===== src/rtl/pipe_control_unit_pkg.sv =====
// Shared types for the decode-to-execute control slice: opcode classes, the
// registered control bundle, its field enums and small decode lookups.
package pipe_control_unit_pkg;

  localparam int CNT_W = $clog2(64) + 1;

  typedef enum logic [5:0] {
    OP_INVALID,
    OP_ADDI, OP_SLTI, OP_SLTIU, OP_XORI, OP_ORI, OP_ANDI, OP_SLLI, OP_SRLI, OP_SRAI,
    OP_ADD, OP_SUB, OP_SLL, OP_SLT, OP_SLTU, OP_XOR, OP_SRL, OP_SRA, OP_OR, OP_AND,
    OP_LUI, OP_AUIPC, OP_JAL, OP_JALR,
    OP_BEQ, OP_BNE, OP_BLT, OP_BGE, OP_BLTU, OP_BGEU,
    OP_LB, OP_LH, OP_LW, OP_LBU, OP_LHU,
    OP_SB, OP_SH, OP_SW,
    OP_MUL, OP_MULH, OP_MULHSU, OP_MULHU,
    OP_DIV, OP_DIVU, OP_REM, OP_REMU,
    OP_CSRRS, OP_FENCE, OP_ECALL
  } opcodeType_e;

  typedef enum logic [3:0] {
    ALU_NOP, ALU_ADD, ALU_SUB, ALU_SLL, ALU_SLT, ALU_SLTU,
    ALU_XOR, ALU_SRL, ALU_SRA, ALU_OR, ALU_AND, ALU_LUI
  } aluCtrl_e;

  typedef enum logic [1:0] {SRC1_NONE, SRC1_RS1, SRC1_PC} aluSrc1_e;
  typedef enum logic [1:0] {SRC2_NONE, SRC2_RS2, SRC2_IMM} aluSrc2_e;

  typedef enum logic [2:0] {
    BRANCH_NONE, BRANCH_BEQ, BRANCH_BNE, BRANCH_BLT, BRANCH_BGE, BRANCH_BLTU, BRANCH_BGEU
  } branchCtrl_e;

  typedef enum logic [3:0] {
    LSU_NONE, LSU_LB, LSU_LH, LSU_LW, LSU_LBU, LSU_LHU, LSU_SB, LSU_SH, LSU_SW
  } lsuCtrl_e;

  typedef enum logic [2:0] {
    RESULT_SRC_NONE, RESULT_SRC_ALU, RESULT_SRC_MEM, RESULT_SRC_PC_PLUS_4,
    RESULT_SRC_CSR, RESULT_SRC_MD
  } resultSrc_e;

  typedef enum logic [3:0] {
    MD_NONE, MD_MUL, MD_MULH, MD_MULHSU, MD_MULHU, MD_DIV, MD_DIVU, MD_REM, MD_REMU
  } mdOp_e;

  typedef enum logic [1:0] {ST_EMPTY, ST_WAIT, ST_FULL} pcuState_e;

  typedef struct packed {
    logic        reg_wr_en;
    logic        mem_wr_en;
    logic        jump;
    logic        branch;
    branchCtrl_e branch_ctrl;
    aluCtrl_e    alu_ctrl;
    aluSrc1_e    alu_src1;
    aluSrc2_e    alu_src2;
    lsuCtrl_e    lsu_ctrl;
    resultSrc_e  result_src;
    mdOp_e       md_op;
    logic        illegal;
    logic        instret_inc;
  } ctrlBundle_t;

  localparam ctrlBundle_t CTRL_DEFAULT = '0;

  // Register and immediate forms of the same operation share one ALU op.
  function automatic aluCtrl_e alu_of(opcodeType_e op);
    case (op)
      OP_ADDI, OP_ADD:  return ALU_ADD;
      OP_SUB:           return ALU_SUB;
      OP_SLLI, OP_SLL:  return ALU_SLL;
      OP_SLTI, OP_SLT:  return ALU_SLT;
      OP_SLTIU, OP_SLTU: return ALU_SLTU;
      OP_XORI, OP_XOR:  return ALU_XOR;
      OP_SRLI, OP_SRL:  return ALU_SRL;
      OP_SRAI, OP_SRA:  return ALU_SRA;
      OP_ORI, OP_OR:    return ALU_OR;
      OP_ANDI, OP_AND:  return ALU_AND;
      default:          return ALU_NOP;
    endcase
  endfunction

  function automatic branchCtrl_e branch_of(opcodeType_e op);
    case (op)
      OP_BEQ:  return BRANCH_BEQ;
      OP_BNE:  return BRANCH_BNE;
      OP_BLT:  return BRANCH_BLT;
      OP_BGE:  return BRANCH_BGE;
      OP_BLTU: return BRANCH_BLTU;
      OP_BGEU: return BRANCH_BGEU;
      default: return BRANCH_NONE;
    endcase
  endfunction

  function automatic lsuCtrl_e lsu_of(opcodeType_e op);
    case (op)
      OP_LB:   return LSU_LB;
      OP_LH:   return LSU_LH;
      OP_LW:   return LSU_LW;
      OP_LBU:  return LSU_LBU;
      OP_LHU:  return LSU_LHU;
      OP_SB:   return LSU_SB;
      OP_SH:   return LSU_SH;
      OP_SW:   return LSU_SW;
      default: return LSU_NONE;
    endcase
  endfunction

  function automatic mdOp_e md_of(opcodeType_e op);
    case (op)
      OP_MUL:    return MD_MUL;
      OP_MULH:   return MD_MULH;
      OP_MULHSU: return MD_MULHSU;
      OP_MULHU:  return MD_MULHU;
      OP_DIV:    return MD_DIV;
      OP_DIVU:   return MD_DIVU;
      OP_REM:    return MD_REM;
      OP_REMU:   return MD_REMU;
      default:   return MD_NONE;
    endcase
  endfunction

endpackage


===== src/rtl/pipe_control_unit_ctrl_decoder.sv =====
// Purely combinational decode of an opcode class into the control bundle and
// the number of cycles the op occupies before it may be handed to execute.
module ctrl_decoder import pipe_control_unit_pkg::*; #(
  parameter int M_EXT      = 0,
  parameter int ZICSR_EXT  = 1,
  parameter int MUL_CYCLES = 2,
  parameter int DIV_CYCLES = 33
) (
  input  opcodeType_e      opcode_type,
  output ctrlBundle_t      ctrl,
  output logic [CNT_W-1:0] latency
);

  logic legal;

  always_comb begin
    ctrl    = CTRL_DEFAULT;
    latency = CNT_W'(1);
    legal   = 1'b1;
    case (opcode_type)
      OP_ADDI, OP_SLTI, OP_SLTIU, OP_XORI, OP_ORI, OP_ANDI, OP_SLLI, OP_SRLI, OP_SRAI: begin
        ctrl.reg_wr_en  = 1'b1;
        ctrl.alu_ctrl   = alu_of(opcode_type);
        ctrl.alu_src1   = SRC1_RS1;
        ctrl.alu_src2   = SRC2_IMM;
        ctrl.result_src = RESULT_SRC_ALU;
      end
      OP_ADD, OP_SUB, OP_SLL, OP_SLT, OP_SLTU, OP_XOR, OP_SRL, OP_SRA, OP_OR, OP_AND: begin
        ctrl.reg_wr_en  = 1'b1;
        ctrl.alu_ctrl   = alu_of(opcode_type);
        ctrl.alu_src1   = SRC1_RS1;
        ctrl.alu_src2   = SRC2_RS2;
        ctrl.result_src = RESULT_SRC_ALU;
      end
      // LUI/AUIPC write rd from the ALU like any other arithmetic op.
      OP_LUI, OP_AUIPC: begin
        ctrl.reg_wr_en  = 1'b1;
        ctrl.alu_ctrl   = (opcode_type == OP_LUI) ? ALU_LUI : ALU_ADD;
        ctrl.alu_src1   = (opcode_type == OP_LUI) ? SRC1_NONE : SRC1_PC;
        ctrl.alu_src2   = SRC2_IMM;
        ctrl.result_src = RESULT_SRC_ALU;
      end
      OP_JAL, OP_JALR: begin
        ctrl.reg_wr_en  = 1'b1;
        ctrl.jump       = 1'b1;
        ctrl.alu_ctrl   = ALU_ADD;
        ctrl.alu_src1   = (opcode_type == OP_JAL) ? SRC1_PC : SRC1_RS1;
        ctrl.alu_src2   = SRC2_IMM;
        ctrl.result_src = RESULT_SRC_PC_PLUS_4;
      end
      OP_BEQ, OP_BNE, OP_BLT, OP_BGE, OP_BLTU, OP_BGEU: begin
        ctrl.branch      = 1'b1;
        ctrl.branch_ctrl = branch_of(opcode_type);
        ctrl.alu_ctrl    = ALU_ADD;
        ctrl.alu_src1    = SRC1_PC;
        ctrl.alu_src2    = SRC2_IMM;
      end
      OP_LB, OP_LH, OP_LW, OP_LBU, OP_LHU: begin
        ctrl.reg_wr_en  = 1'b1;
        ctrl.alu_ctrl   = ALU_ADD;
        ctrl.alu_src1   = SRC1_RS1;
        ctrl.alu_src2   = SRC2_IMM;
        ctrl.lsu_ctrl   = lsu_of(opcode_type);
        ctrl.result_src = RESULT_SRC_MEM;
      end
      OP_SB, OP_SH, OP_SW: begin
        ctrl.mem_wr_en = 1'b1;
        ctrl.alu_ctrl  = ALU_ADD;
        ctrl.alu_src1  = SRC1_RS1;
        ctrl.alu_src2  = SRC2_IMM;
        ctrl.lsu_ctrl  = lsu_of(opcode_type);
      end
      OP_MUL, OP_MULH, OP_MULHSU, OP_MULHU, OP_DIV, OP_DIVU, OP_REM, OP_REMU: begin
        if (M_EXT != 0) begin
          ctrl.reg_wr_en  = 1'b1;
          ctrl.md_op      = md_of(opcode_type);
          ctrl.result_src = RESULT_SRC_MD;
          latency = (opcode_type inside {OP_MUL, OP_MULH, OP_MULHSU, OP_MULHU})
                    ? CNT_W'(MUL_CYCLES) : CNT_W'(DIV_CYCLES);
        end else begin
          legal = 1'b0;
        end
      end
      OP_CSRRS: begin
        if (ZICSR_EXT != 0) begin
          ctrl.reg_wr_en  = 1'b1;
          ctrl.result_src = RESULT_SRC_CSR;
        end else begin
          legal = 1'b0;
        end
      end
      default: legal = 1'b0;
    endcase
    if (!legal) begin
      ctrl         = CTRL_DEFAULT;
      ctrl.illegal = 1'b1;
      latency      = CNT_W'(1);
    end else begin
      ctrl.instret_inc = (ZICSR_EXT != 0);
    end
  end

endmodule


===== src/rtl/pipe_control_unit.sv =====
// One-entry register slice between decode and execute that also models the
// occupancy of multi-cycle MUL/DIV ops before the bundle is offered downstream.
module pipe_control_unit import pipe_control_unit_pkg::*; #(
  parameter int M_EXT      = 0,
  parameter int ZICSR_EXT  = 1,
  parameter int MUL_CYCLES = 2,
  parameter int DIV_CYCLES = 33
) (
  input  logic        clk,
  input  logic        rst_n,
  input  logic        in_valid,
  output logic        in_ready,
  input  opcodeType_e opcode_type,
  input  logic        flush,
  output logic        out_valid,
  input  logic        out_ready,
  output ctrlBundle_t ctrl,
  output logic        busy,
  output pcuState_e   state_dbg
);

  // valid/ready: a transfer happens on a rising clk edge where valid and ready
  // are both high; out_valid is a pure function of state, never of out_ready.
  pcuState_e        state, state_nxt, load_state;
  logic [CNT_W-1:0] cnt, dec_latency;
  ctrlBundle_t      dec_ctrl;
  logic             accept;

  ctrl_decoder #(
    .M_EXT(M_EXT), .ZICSR_EXT(ZICSR_EXT), .MUL_CYCLES(MUL_CYCLES), .DIV_CYCLES(DIV_CYCLES)
  ) u_decoder (
    .opcode_type (opcode_type),
    .ctrl        (dec_ctrl),
    .latency     (dec_latency)
  );

  assign accept     = in_valid && in_ready;
  assign load_state = (dec_latency > CNT_W'(1)) ? ST_WAIT : ST_FULL;
  assign state_dbg  = state;

  always_ff @(posedge clk or negedge rst_n) begin
    if (!rst_n) state <= ST_EMPTY;
    else        state <= state_nxt;
  end

  always_comb begin
    state_nxt = state;
    if (flush) begin
      state_nxt = ST_EMPTY;
    end else begin
      case (state)
        ST_EMPTY: if (accept) state_nxt = load_state;
        ST_WAIT:  if (cnt <= CNT_W'(1)) state_nxt = ST_FULL;
        ST_FULL:  if (out_ready) state_nxt = accept ? load_state : ST_EMPTY;
        default:  state_nxt = ST_EMPTY;
      endcase
    end
  end

  // rst_n gates in_ready so nothing is taken while the slice is held in reset.
  always_comb begin
    out_valid = (state == ST_FULL);
    busy      = (state == ST_WAIT);
    in_ready  = rst_n && !flush &&
                ((state == ST_EMPTY) || ((state == ST_FULL) && out_ready));
  end

  // cnt counts the remaining WAIT cycles; it reaches 0 as the entry turns FULL.
  always_ff @(posedge clk or negedge rst_n) begin
    if (!rst_n) begin
      cnt  <= '0;
      ctrl <= CTRL_DEFAULT;
    end else if (flush) begin
      cnt  <= '0;
      ctrl <= CTRL_DEFAULT;
    end else if (accept) begin
      ctrl <= dec_ctrl;
      cnt  <= (dec_latency > CNT_W'(1)) ? dec_latency - CNT_W'(1) : '0;
    end else if ((state == ST_WAIT) && (cnt != '0)) begin
      cnt <= cnt - CNT_W'(1);
    end
  end

endmodule


===== config.mk =====
export PLATFORM = sky130hd
export DESIGN_NAME = pipe_control_unit
export DESIGN_NICKNAME = d
export VERILOG_FILES = /design/src/rtl/pipe_control_unit_pkg.sv /design/src/rtl/pipe_control_unit_ctrl_decoder.sv /design/src/rtl/pipe_control_unit.sv
export SDC_FILE = /design/constraint.sdc
export NUM_CORES = 1
export LEC_CHECK = 0
export ABC_AREA = 1
export ABC_CLOCK_PERIOD_IN_PS = 1300
export CORE_ASPECT_RATIO = 0.6
export CORE_MARGIN = 2
export CORE_UTILIZATION = 46
export CTS_BUF_LIST = sky130_fd_sc_hd__clkbuf_2 sky130_fd_sc_hd__clkbuf_4 sky130_fd_sc_hd__clkbuf_8
export CTS_CLUSTER_DIAMETER = 40
export DETAILED_ROUTE_END_ITERATION = 8
export PLACE_DENSITY = 0.87
export RECOVER_POWER = 25
export SETUP_SLACK_MARGIN = 0.05
export SLEW_MARGIN = 20
export SYNTH_ARGS = -nofsm -noshare
export SYNTH_HDL_FRONTEND = slang
export SYNTH_SLANG_ARGS = --single-unit

===== constraint.sdc =====
create_clock -name clk -period 1.3 [get_ports clk]
set_input_delay 0.26 -clock clk [delete_from_list [all_inputs] [get_ports clk]]
set_output_delay 0.26 -clock clk [all_outputs]
set_load 0.02 [all_outputs]

**Yosys cells after proc, flatten, opt, wreduce, memory -nomap -nowiden**

Memory sizes are Yosys's and may differ from the RTL's.
Cells that the tools add are included.

- Add/subtract/negate cells: 1
- Order comparisons: 1
- Equal/unequal tests: 43
- Mux-type cells: 28
- Reductions and logical operators: 23

Operator list:

| kind | number |
|---|---|
| == test 6 x 5 -> 1 bit, second input constant | 16 |
| 2-to-1 mux 28 bit | 2 |
| == test 6 x 4 -> 1 bit, second input constant | 8 |
| case mux 8 bit (6 select lines) | 1 |
| == test 6 bit, second input constant | 7 |
| OR reduction 38 bit | 1 |
| case mux 4 bit (8 select lines) | 1 |
| OR reduction 29 bit | 1 |
| 2-to-1 mux 27 bit | 1 |
| == test 6 x 3 -> 1 bit, second input constant | 4 |
| 2-to-1 mux 7 bit | 3 |
| OR reduction 21 bit | 1 |
| 2-to-1 mux 4 bit | 5 |
| case mux 3 bit (6 select lines) | 1 |
| 2-to-1 mux 2 bit | 7 |
| == test 6 x 2 -> 1 bit, second input constant | 2 |
| case mux 3 bit (4 select lines) | 1 |
| OR reduction 10 bit | 1 |
| OR reduction 9 bit | 1 |
| OR reduction 8 bit | 1 |
| less-or-equal comparator 7 x 1 -> 1 bit, second input constant | 1 |
| nonzero test 7 bit | 1 |
| subtractor 7 x 1 -> 7 bit, second input constant | 1 |
| == test 6 x 1 -> 1 bit, second input constant | 1 |
| 17 further kinds | 27 |

- Register bits: 37
- Memory bits (read-only): 256
- Bits of input ports: 11
- Output and inout bits: 33
- Logic and storage cells: 113
- Memories kept: 2

Memory list:

| name | depth | width | read ports | clocked after Yosys merged registers in | wr ports | RTL line | RTL |
|---|---|---|---|---|---|---|---|
| (no name shown) | 32 | 4 | 1 | 0 | 0 | pipe_control_unit_pkg.sv:67 | `case (op)` |
| (no name shown) | 32 | 4 | 1 | 0 | 0 | pipe_control_unit_pkg.sv:67 |  |

**Logic depth before layout (Yosys ltp)**

Gate-level depths: netlist of run 1.

- Depth in word-level cells: 9
- Depth in mapped cells: 14
- Gate-level depth less buffers: 14

**By module**

Synthesis of run 1 repeated with hierarchy kept, for this count alone.

- Cell total of the unflattened synthesis: 375
- Area, all modules: 2864.0 µm²

By module, submodules not included:

| module | instances | cells each | area each (µm²) | seq. area each (µm²) |
|---|---|---|---|---|
| pipe_control_unit | 1 | 194 | 1865.5 | 925.9 |
| ctrl_decoder | 1 | 181 | 998.5 | 0.0 |

**Worst setup path before layout of run 1**

OpenSTA, ideal clock, no wires.

- Kind: register to register
- Start point: reg state[1], in the netlist state_dbg[1]
- End point: reg ctrl[12] (netlist bit)
- Setup time: 124 ps
- Arrival time: 1595 ps
- Data required time: 1176 ps
- Path slack: -419 ps
- Stages on the path, launching flop included: 10
- Path buffers: 1
- Clock period less this slack: 1719 ps
- Cell sequence: dfrtp_1 inv_1 nor2_1 nor2_1 nand2_1 nand2_1 inv_2 buf_2 nand2_1 o31ai_1

- Word-level cells in the longest chain between the ends: 6
- Elaborated cells on any way between the ends: 7
- Those cells by class: 1 x eq/ne; 6 x reduce/logical

Ends and longest elaborated chain:

| what | RTL line | RTL |
|---|---|---|
| from (decl) | pipe_control_unit.sv:24 | `pcuState_e state, state_nxt, load_state;` |
| from (signal assigned) | pipe_control_unit.sv:43 | `else state <= state_nxt;` |
| == test 2 bit | pipe_control_unit.sv:65 | `((state == ST_EMPTY) \|\| ((state == ST_FULL) && out_ready));` |
| logical AND 1 bit | pipe_control_unit.sv:65 |  |
| logical OR 1 bit * | pipe_control_unit.sv:65 |  |
| logical AND 1 bit * | pipe_control_unit.sv:64 | `in_ready = rst_n && !flush &&` |
| net in_ready | pipe_control_unit.sv:12 | `output logic in_ready,` |
| logical AND 1 bit * | pipe_control_unit.sv:37 | `assign accept = in_valid && in_ready;` |
| nonzero test 2 bit (no source line) * | n/a |  |
| to (signal assigned) | pipe_control_unit.sv:77 | `ctrl <= dec_ctrl;` |
| to (decl) | pipe_control_unit.sv:17 | `output ctrlBundle_t ctrl,` |

Mark *: on every way through the listed nets, which the timed path passes. The rest lies on a longest branch.
A chain may end at the register's enable or synchronous reset.

**Final worst setup path of run 1**

- Start point: in opcode_type[0]
- End point: reg ctrl[17] (netlist bit)

- Word-level cells in the longest chain between the ends: 6
- Elaborated cells on any way between the ends: 54
- Those cells by class: 38 x eq/ne; 7 x mux; 7 x reduce/logical; 2 x memory

Ends and longest elaborated chain:

| what | RTL line | RTL |
|---|---|---|
| from (decl) | pipe_control_unit.sv:13 | `input opcodeType_e opcode_type,` |
| memory read (32 x 4 bit) (tied with other cells) | n/a |  |
| 2-to-1 mux 4 bit (tied with other cells) | pipe_control_unit_pkg.sv:67 |  |
| case mux 8 bit (6 select lines) or 2-to-1 mux 1 bit (tied branches) | n/a |  |
| 2-to-1 mux 27 bit * | pipe_control_unit_ctrl_decoder.sv:94 | `if (!legal) begin` |
| 2-to-1 mux 28 bit * | pipe_control_unit.sv:76 | `end else if (accept) begin` |
| 2-to-1 mux 28 bit * | pipe_control_unit.sv:73 | `end else if (flush) begin` |

Mark *: on every way between the ends. The rest lies on a longest branch, timed or not. The select of a mux whose other input is x is not followed.

==> results.sh, run 1 <==
export IMPL_ios=44
export IMPL_drc_errors=0
export IMPL_drv_slew=0
export IMPL_gp_congestion=1.04
export IMPL_hold_viol_final=0
export IMPL_die_area_um2=4280
export IMPL_initial_core_util=0.475
export IMPL_max_cap_viol_count=0
export IMPL_synthToLayoutAreaGrowth_pct=83.9
export IMPL_ys_warn_count=0
export IMPL_combinationalPowerShare=0.388
export IMPL_setup_violations_final=25
export IMPL_hold_buffers=0
export IMPL_antenna_found_initial=0
export IMPL_wl_per_cell_um=24.0
export IMPL_clockBufferDepth=2
export IMPL_end_kind="flip-flop"
export IMPL_switching_share=0.377
export IMPL_violations="negative setup slack"
export IMPL_cp_max_fo=6
export IMPL_yosysSeqAreaShare=0.362
export IMPL_drive_above_1_share=0.574
export IMPL_worstMarginPinSlew_ns=0.645
export IMPL_power_w=0.00219
export IMPL_power_density_nw_per_um2=689
export IMPL_clock_latency_ns=0.28
export IMPL_post_route_min_period_ns=1.61
export IMPL_clkTransAtPathRegs_ns=0.09
export IMPL_vias=2741
export IMPL_track_usage=0.368
export IMPL_status="complete, but fails checks"
export IMPL_cts_buffers=3
export IMPL_grt_remaining_overflow=0
export IMPL_fin_util=0.874
export IMPL_hold_class="in2async"
export IMPL_slew_headroom=0.570
export IMPL_tritoncts="done"
export IMPL_layout_commonest_cell="nand2_1"
export IMPL_drt_wl_total_um=9920
export IMPL_synthCells=264
export IMPL_first_global_vias=2414
export IMPL_final_cell_mix="nand2_1, buf_4, nand2_2"
export IMPL_ys_ff_latch=25
export IMPL_rows=17
export IMPL_setup_tns_ns=-2.87
export IMPL_clk_root_buffer_cell="clkbuf_8"
export IMPL_place_detailed_hpwl_um=4000
export IMPL_fin_crit_sh=1.24
export IMPL_place_ws_ns=-0.905
export IMPL_grt_setup_unrepaired="yes"
export IMPL_core_area_um2=3640
export IMPL_grt_pass1_wl_um=12100
export IMPL_p_leak_nw=1.70
export IMPL_syn_area_per_cell_um2=6.55
export IMPL_netlist_area_um2=1730
export IMPL_clock_sinks=25
export IMPL_htreeDepth=1
export IMPL_start_kind="input port"
export IMPL_critPathKind="in2reg"
export IMPL_fin_worst_skew_ns=0.00132
export IMPL_die_y_um=51.5
export IMPL_timing_final_ws_setup_ns=-0.310
export IMPL_ys_types=23
export IMPL_worstReg2RegStart="state_dbg[1]"
export IMPL_antenna_cells=0
export IMPL_via_per_inst=6.64
export IMPL_worstPathRequired_ns=1.46
export IMPL_crit_arrival_ns=1.77
export IMPL_fin_nets=384
export IMPL_grt_max_degree=26
export IMPL_ant_nets=0
export IMPL_intPower_w=0.00136
export IMPL_pwr_share_clk=0.231
export IMPL_port_buffers=37
export IMPL_first_pass_iters=9
export IMPL_pwr_share_seq=0.381
export IMPL_max_vdd_ir_drop_v=0.000693
export IMPL_p_switching_w=0.000825
export IMPL_die_x_um=83.2
export IMPL_crit_path_start="opcode_type[0]"
export IMPL_holdWs_ns=0.300
export IMPL_drt_iter0_drc=493
export IMPL_fmax_mhz=621
worst max-delay path: stages:
cell and delay, ns:
buf_8 0.11, buf_6 0.11, ha_4 0.19, buf_6 0.13
o21ai_4 0.23, nand3_4 0.16, nand2_1 0.13, nand2_1 0.10
inv_1 0.09, nand2_2 0.05, nand3_1 0.09, nand2_1 0.10
timing repair:
item,in CTS,in global routing
setup endpoints to repair,51,51
cloned,1,1
pin swaps,42,40
gates resized for setup,148,121
buffers inserted,8,9
synth_stat cells:
cell,number,share of area
conb_1,1,0.0022
and2_1,1,0.0036
nand3_1,32,0.093
nor2_1,30,0.065
o211ai_1,1,0.0043
a21oi_2,1,0.0051
buf_2,2,0.0058
nand3_2,2,0.012
o21ai_1,3,0.0087
buf_4,10,0.043
inv_1,16,0.035
or2_0,1,0.0036
nor2_2,5,0.018
ha_1,6,0.043
inv_2,4,0.0087
nand4_1,1,0.0036
a21oi_1,3,0.0087
o21ai_0,8,0.023
nand2_1,107,0.23
o31ai_1,2,0.0087
nand2_2,1,0.0036
dfrtp_1,25,0.36
a31oi_1,2,0.0072
cell families after synthesis:
logic type / share of synthesized area
simple gates: 0.434
buf+inv: 0.0926
flops: 0.362
compound gates: 0.0658
fa+ha+maj: 0.0434
other cells: 0.00217
per-layer routing:
| layer | vias up | wire (um) | global-route usage | share of wire |
|---|---|---|---|---|
| li1 | 1040 | - | - | - |
| met1 | 1224 | 3370 | 0.442 | 0.34 |
| met2 | 342 | 4080 | 0.597 | 0.41 |
| met3 | 135 | 1440 | 0.0952 | 0.14 |
| met4 | 0 | 1040 | 0.249 | 0.10 |
| met5 | - | 0 | 0 | 0 |
power by group through the flow:
stage	combinational, W	clock [W]	sequential [W]
after floorplan	0.000260	0	0.000882
after global placement	0.000537	0	0.000842
after detailed placement	0.000549	0	0.000843
after CTS	0.000640	0.000494	0.000828
after global routing	0.000879	0.000530	0.000836
final	0.000850	0.000506	0.000834
stage by stage:
stage	area, um^2	instances
2_1_floorplan	1800	269
3_3_place_gp	2490	390
3_5_place_dp	2490	390
4_1_cts	2850	403
5_1_grt	3180	413
6_report	3180	413
path summary, 6_finish.rpt:
| kind | endpoint | slack [ns] | cells after the start |
|---|---|---|---|
| setup / recovery | ctrl[17] | -0.31 | 12 |
| setup reg to reg | ctrl[17] | -0.20 | 9 |
| max in group asynchronous | state_dbg[1] | 0.54 | 2 |
| min in group clk | ctrl[12] | 0.48 | 3 |
| hold / removal | ctrl[1] | 0.30 | 2 |
| hold reg to reg | ctrl[20] | 0.49 | 2 |
state kept, by name, summed over array words and instances (netlist names):
| register | cells |
|---|---|
| ctrl | 24 |
| state_dbg | 1 |
final cells by class:
cell class	instances	area, um^2
repair buffers	103	843
well taps	47	58.8
clock buffers	4	48.8
inverters	20	103
flip-flops and latches	25	627
multi-input cells	212	1480
repair inverters	2	22.5
fillers	142	458
(Power assumes the default switching activity.)
==> run 2, diff against run 1 <==
--- a/config.mk
+++ b/config.mk
@@ -9,13 +9,13 @@
 export ABC_CLOCK_PERIOD_IN_PS = 1300
 export CORE_ASPECT_RATIO = 0.6
 export CORE_MARGIN = 2
-export CORE_UTILIZATION = 46
-export CTS_BUF_LIST = sky130_fd_sc_hd__clkbuf_2 sky130_fd_sc_hd__clkbuf_4 sky130_fd_sc_hd__clkbuf_8
+export CORE_UTILIZATION = 44
 export CTS_CLUSTER_DIAMETER = 40
 export DETAILED_ROUTE_END_ITERATION = 8
-export PLACE_DENSITY = 0.87
+export PLACE_DENSITY = 0.84
 export RECOVER_POWER = 25
 export SETUP_SLACK_MARGIN = 0.05
+export SKIP_LAST_GASP = 1
 export SLEW_MARGIN = 20
 export SYNTH_ARGS = -nofsm -noshare
 export SYNTH_HDL_FRONTEND = slang
==> results.sh, run 2 (synthesis results as in run 1) <==
export IMPL_clk_root_buffer_cell="clkbuf_8"
export IMPL_power_w=0.00200
export IMPL_met3_usage=0.0661
export IMPL_fin_crit_sh=1.14
export IMPL_fin_worst_skew_ns=0.00659
export IMPL_first_global_vias=1987
export IMPL_htreeDepth=1
export IMPL_drive_above_1_share=0.437
export IMPL_track_usage=0.281
export IMPL_largest_reg_flops=24
export IMPL_hold_class="in2async"
export IMPL_status="complete, but fails checks"
export IMPL_worstPathRequired_ns=1.46
export IMPL_rows=17
export IMPL_die_area_um2=4460
export IMPL_drc_errors=0
export IMPL_clock_sinks=25
export IMPL_start_kind="input port"
export IMPL_gp_congestion=1.04
export IMPL_worstMarginPinSlew_ns=0.614
export IMPL_drt_wl_total_um=6770
export IMPL_hold_viol_final=0
export IMPL_max_cap_viol_count=0
export IMPL_cp_max_fo=4
export IMPL_grt_remaining_overflow=0
export IMPL_largest_register="ctrl"
export IMPL_antenna_found_initial=0
export IMPL_met1_usage=0.386
export IMPL_critPathKind="in2reg"
export IMPL_place_ws_ns=-1.04
export IMPL_tritoncts="done"
export IMPL_slew_headroom=0.591
export IMPL_cts_buffers=3
export IMPL_synthToLayoutAreaGrowth_pct=68.5
export IMPL_grt_setup_unrepaired="yes"
export IMPL_ant_nets=0
export IMPL_place_detailed_hpwl_um=4070
export IMPL_core_area_um2=3720
export IMPL_die_y_um=52.6
export IMPL_drv_slew=0
export IMPL_port_buffers=37
export IMPL_power_density_nw_per_um2=686
export IMPL_clkTransAtPathRegs_ns=0.09
export IMPL_layout_commonest_cell="nand2_1"
export IMPL_via_per_inst=5.57
export IMPL_antenna_cells=0
export IMPL_end_kind="flip-flop"
export IMPL_grt_util_met2=0.461
export IMPL_wl_per_cell_um=16.7
export IMPL_fmax_mhz=676
export IMPL_grt_max_degree=26
export IMPL_crit_arrival_ns=1.64
export IMPL_busiest_layer="met2"
export IMPL_first_pass_iters=6
export IMPL_final_cell_mix="nand2_1, buf_4, dfrtp_1"
export IMPL_ff2ff_path_depth=8
export IMPL_holdWs_ns=0.267
export IMPL_vias=2252
export IMPL_timing_final_ws_setup_ns=-0.180
export IMPL_clock_latency_ns=0.27
export IMPL_p_leak_nw=1.60
export IMPL_die_x_um=84.9
export IMPL_ios=44
export IMPL_initial_core_util=0.465
export IMPL_fin_nets=375
export IMPL_violations="negative setup slack"
export IMPL_drt_iter0_drc=190
export IMPL_max_vdd_ir_drop_v=0.000580
export IMPL_grt_pass1_wl_um=9670
export IMPL_clockBufferDepth=2
export IMPL_setup_violations_final=14
export IMPL_post_route_min_period_ns=1.48
run 2: final timing paths:
check / from / to / slack, ns
worst min-delay path: rst_n / ctrl[1] / 0.27
worst max register to register: state_dbg[1] / ctrl[14] / 0.01
worst max-delay path: opcode_type[2] / ctrl[14] / -0.18
max in group asynchronous: rst_n / state_dbg[1] / 0.59
min in group clk: out_ready / state_dbg[1] / 0.41
worst min register to register: ctrl[23] / ctrl[23] / 0.49
run 2: metal layers:
metal,share of wire,vias up
li1,-,1013
met1,0.41,1052
met2,0.45,155
met3,0.10,32
met4,0.031,0
met5,0,-
run 2: report_power, final:
| part | switching, W | internal, W | leakage (nW) |
|---|---|---|---|
| Sequential | 0.0000210 | 0.000809 | 0.342 |
| Clock | 0.000250 | 0.000220 | 0.0228 |
| Combinational | 0.000421 | 0.000278 | 1.23 |
| Total | 0.000691 | 0.00131 | 1.60 |
run 2: what timing repair did:
item,4_1_cts,5_1_grt
setup endpoints to repair,51,50
hold buffers,0,0
gates cloned,0,1
buffers inserted,5,3
resized for setup,131,73
pin swaps,42,24
run 2: area by class of cell:
type                       count  area (um^2)
multi-input combinational    212         1300
fill                         223          808
timing repair buffer          96          797
sequential                    25          627
inverter                      20         90.1
tap                           47         58.8
clock buffer                   4         45.0
run 2: worst max-delay path, stage by stage:
cell and delay [ns]:
buf_2 0.13, buf_4 0.16, nand2_4 0.11, nor2_1 0.10
nand2_1 0.16, nand2_2 0.11, nor2_4 0.15, nand2_2 0.07
nor2_2 0.13, nand2_1 0.07, nand3_1 0.10, nand2_1 0.07
run 2: metrics by stage:
| stage | instance area (um^2) | instances | utilization | setup TNS, ns |
|---|---|---|---|---|
| 2_1_floorplan | 1800 | 269 | - | -1.44 |
| 3_3_place_gp | 2500 | 391 | 0.672 | -17.64 |
| 3_5_place_dp | 2500 | 391 | 0.672 | -19.57 |
| 4_1_cts | 2760 | 400 | 0.742 | -0.551 |
| 5_1_grt | 2910 | 404 | 0.783 | -1.77 |
| 6_report | 2910 | 404 | 0.783 | -1.26 |
==> run 3, diff against run 2 <==
--- a/config.mk
+++ b/config.mk
@@ -5,14 +5,13 @@
 export SDC_FILE = /design/constraint.sdc
 export NUM_CORES = 1
 export LEC_CHECK = 0
-export ABC_AREA = 1
-export ABC_CLOCK_PERIOD_IN_PS = 1300
+export ABC_CLOCK_PERIOD_IN_PS = 1800
 export CORE_ASPECT_RATIO = 0.6
 export CORE_MARGIN = 2
-export CORE_UTILIZATION = 44
+export CORE_UTILIZATION = 53
 export CTS_CLUSTER_DIAMETER = 40
 export DETAILED_ROUTE_END_ITERATION = 8
-export PLACE_DENSITY = 0.84
+export PLACE_DENSITY = 0.93
 export RECOVER_POWER = 25
 export SETUP_SLACK_MARGIN = 0.05
 export SKIP_LAST_GASP = 1
==> constraint.sdc (replaced) <==
create_clock -name clk -period 1.8 [get_ports clk]
set_input_delay 0.36 -clock clk [delete_from_list [all_inputs] [get_ports clk]]
set_output_delay 0.36 -clock clk [all_outputs]
set_load 0.02 [all_outputs]
==> results.sh, run 3 <==
export IMPL_clockBufferDepth=2
export IMPL_switching_share=0.338
export IMPL_yosys_most_used_dff="dfrtp_1"
export IMPL_ios=44
export IMPL_fin_worst_skew_ns=0.00248
export IMPL_synth_top_family_by_area="compound AO/OA/AOI/OAI gates"
export IMPL_p_switching_w=0.000501
export IMPL_start_kind="input port"
export IMPL_violations="negative setup slack"
export IMPL_worstPathRequired_ns=1.96
export IMPL_antenna_cells=0
export IMPL_wl_per_cell_um=25.2
export IMPL_muxShareOfSynthArea=0.0111
export IMPL_vias=2246
export IMPL_synthCells=194
export IMPL_hold_end="ctrl[0]"
export IMPL_synth_area_leaders="dfrtp_1, a22o_1, o21ai_0"
export IMPL_gp_congestion=0.985
export IMPL_via_per_inst=6.74
export IMPL_syn_area_per_cell_um2=9.27
export IMPL_pwr_share_clk=0.229
export IMPL_grt_max_degree=26
export IMPL_die_x_um=79.2
export IMPL_fillers=124
export IMPL_clock_latency_ns=0.27
export IMPL_antenna_found_initial=0
export IMPL_ys_ff_latch=25
export IMPL_slew_headroom=0.570
export IMPL_die_area_um2=3890
export IMPL_crit_path_start="opcode_type[1]"
export IMPL_clk_root_buffer_cell="clkbuf_8"
export IMPL_fin_crit_sh=1.11
export IMPL_ff2ff_path_depth=6
export IMPL_tritoncts="done"
export IMPL_whs_path_depth=1
export IMPL_yosysSeqAreaShare=0.348
export IMPL_setup_violations_final=17
export IMPL_rows=16
export IMPL_timing_final_ws_setup_ns=-0.205
export IMPL_placed_area_um2=2560
export IMPL_clkTransAtPathRegs_ns=0.09
export IMPL_hold_start="ctrl[0]"
export IMPL_die_y_um=49.1
export IMPL_drv_slew=0
export IMPL_fin_nets=306
export IMPL_synth_edf_count=0
export IMPL_clock_sinks=25
export IMPL_synth_fa_ha_area_frac=0.0417
export IMPL_ys_types=49
export IMPL_rrSetupSlack_ns=0.14
export IMPL_synthSimpleGateAreaFrac=0.202
export IMPL_final_cell_mix="buf_4, clkdlybuf4s50_1, dfrtp_1"
export IMPL_drt_wl_total_um=8390
export IMPL_max_vdd_ir_drop_v=0.000427
export IMPL_intPower_w=0.000982
export IMPL_place_detailed_hpwl_um=4160
export IMPL_ant_nets=0
export IMPL_final_cell_area_um2=2950
export IMPL_hold_class="reg2reg"
export IMPL_cp_max_fo=5
export IMPL_largest_register="ctrl"
export IMPL_largest_reg_flops=24
export IMPL_cts_buffers=3
export IMPL_track_usage=0.409
export IMPL_layout_commonest_cell="buf_4"
export IMPL_r2r_end="ctrl[23]"
export IMPL_first_global_vias=2138
export IMPL_grt_pass1_wl_um=11700
export IMPL_port_buffers=37
export IMPL_status="complete, but fails checks"
export IMPL_grt_remaining_overflow=0
export IMPL_fmax_mhz=499
export IMPL_synthXorXnorAreaFrac=0
export IMPL_yosysTopAreaCell="dfrtp_1"
export IMPL_multi_input_area_um2=1230
export IMPL_end_kind="flip-flop"
export IMPL_crit_arrival_ns=2.17
export IMPL_worstReg2RegStart="state_dbg[1]"
export IMPL_worstMarginPinSlew_ns=0.646
export IMPL_netlist_area_um2=1800
export IMPL_async_flop_share=1.00
export IMPL_grt_setup_unrepaired="yes"
export IMPL_first_pass_iters=6
export IMPL_core_area_um2=3240
export IMPL_regArea_um2=626
export IMPL_drt_iter0_drc=310
export IMPL_setup_tns_ns=-2.60
export IMPL_synth_most_common_cell="dfrtp_1"
export IMPL_drive_above_1_share=0.413
export IMPL_synthToLayoutAreaGrowth_pct=64.2
export IMPL_p_leak_nw=1.32
export IMPL_synth_compound_area_frac=0.296
export IMPL_post_route_min_period_ns=2.00
export IMPL_hold_viol_final=0
export IMPL_combinationalPowerShare=0.379
export IMPL_initial_core_util=0.555
export IMPL_critPathKind="in2reg"
export IMPL_max_cap_viol_count=0
export IMPL_power_density_nw_per_um2=502
export IMPL_pwr_share_seq=0.391
export IMPL_htreeDepth=1
export IMPL_synthTopCellsByCount="dfrtp_1, o21ai_0, a22o_1"
export IMPL_synth_top_area_frac=0.348
export IMPL_ys_warn_count=0
export IMPL_drc_errors=0
run 3: cell count changes in the layout (fill, tap and decap cells not counted), sizes merged, moves of 13 or more:
cell / change
clkdlybuf4s15: -15
a22o: +13
nand2: -97
nand3: -29
inv: -16
clkdlybuf4s50: +28
nor2: -26
run 3: worst max-delay path by stage:
stage | slack, ns | end | depth (start not counted)
floorplan | -0.24 | ctrl[20] | 9
global placement | -0.92 | ctrl[23] | 9
detailed placement | -0.98 | ctrl[23] | 9
CTS | -0.14 | ctrl[23] | 9
global route | -0.20 | ctrl[23] | 9
finish | -0.20 | ctrl[15] | 10
run 3: cell families after synthesis:
logic type                 count (synthesis)
AOI/OAI and AO/OA                         69
and+or+nand+nor                           61
buffers and inverters                     30
DFF                                       25
adders and majority gates                  6
muxes                                      2
other                                      1
run 3: layout make-up:
| type | count | share of cell area |
|---|---|---|
| Clock buffer | 3 | 0.0140 |
| Clock inverter | 1 | 0.00169 |
| Sequential cell | 25 | 0.212 |
| Multi-Input combinational cell | 145 | 0.415 |
| Inverter | 4 | 0.0102 |
| Tap cell | 45 | 0.0191 |
| Timing Repair Buffer | 110 | 0.328 |
run 3: worst max-delay path, cell delays in order:
cell      delay (ns)
buf_12          0.10
inv_4           0.06
ha_4            0.18
buf_4           0.17
nor2_1          0.16
nand2_1         0.14
a311oi_2        0.37
buf_4           0.21
nand3_1         0.16
a22o_1          0.25
run 3: metrics by stage:
step                      total power [W]  hold WS [ns]  instances  setup slack (ns)  utilization
after floorplan                  0.000813        0.0644        199            -0.236            -
after global placement           0.000985         0.468        313            -0.919        0.791
after detailed placement          0.00100         0.473        313            -0.982        0.791
after CTS                         0.00139         0.491        330            -0.139        0.875
after global routing              0.00151         0.537        333            -0.204        0.911
final                             0.00148         0.510        333            -0.205        0.911
run 3: per-layer routing:
layer / global-route usage / vias to the layer above / wire length (um)
met2: 0.605 / 239 / 3400
met5: 0 / - / 0
met3: 0.124 / 86 / 1190
met1: 0.540 / 1026 / 3190
met4: 0.216 / 0 / 604
li1: - / 895 / -
run 3: timing repair:
item / CTS / global route
resized for setup: 50 / 35
hold buffers: 0 / 0
setup buffers: 11 / 5
endpoints found under the setup margin: 22 / 26
cloned: 2 / 0
pin swaps: 17 / 17
run 3: power by group through the flow:
stage	combinational [W]	sequential, W	clock (W)
global route	0.000572	0.000581	0.000361
CTS	0.000474	0.000579	0.000334
detailed placement	0.000411	0.000590	0
finish	0.000562	0.000580	0.000340
floorplan	0.000210	0.000603	0
global placement	0.000395	0.000590	0
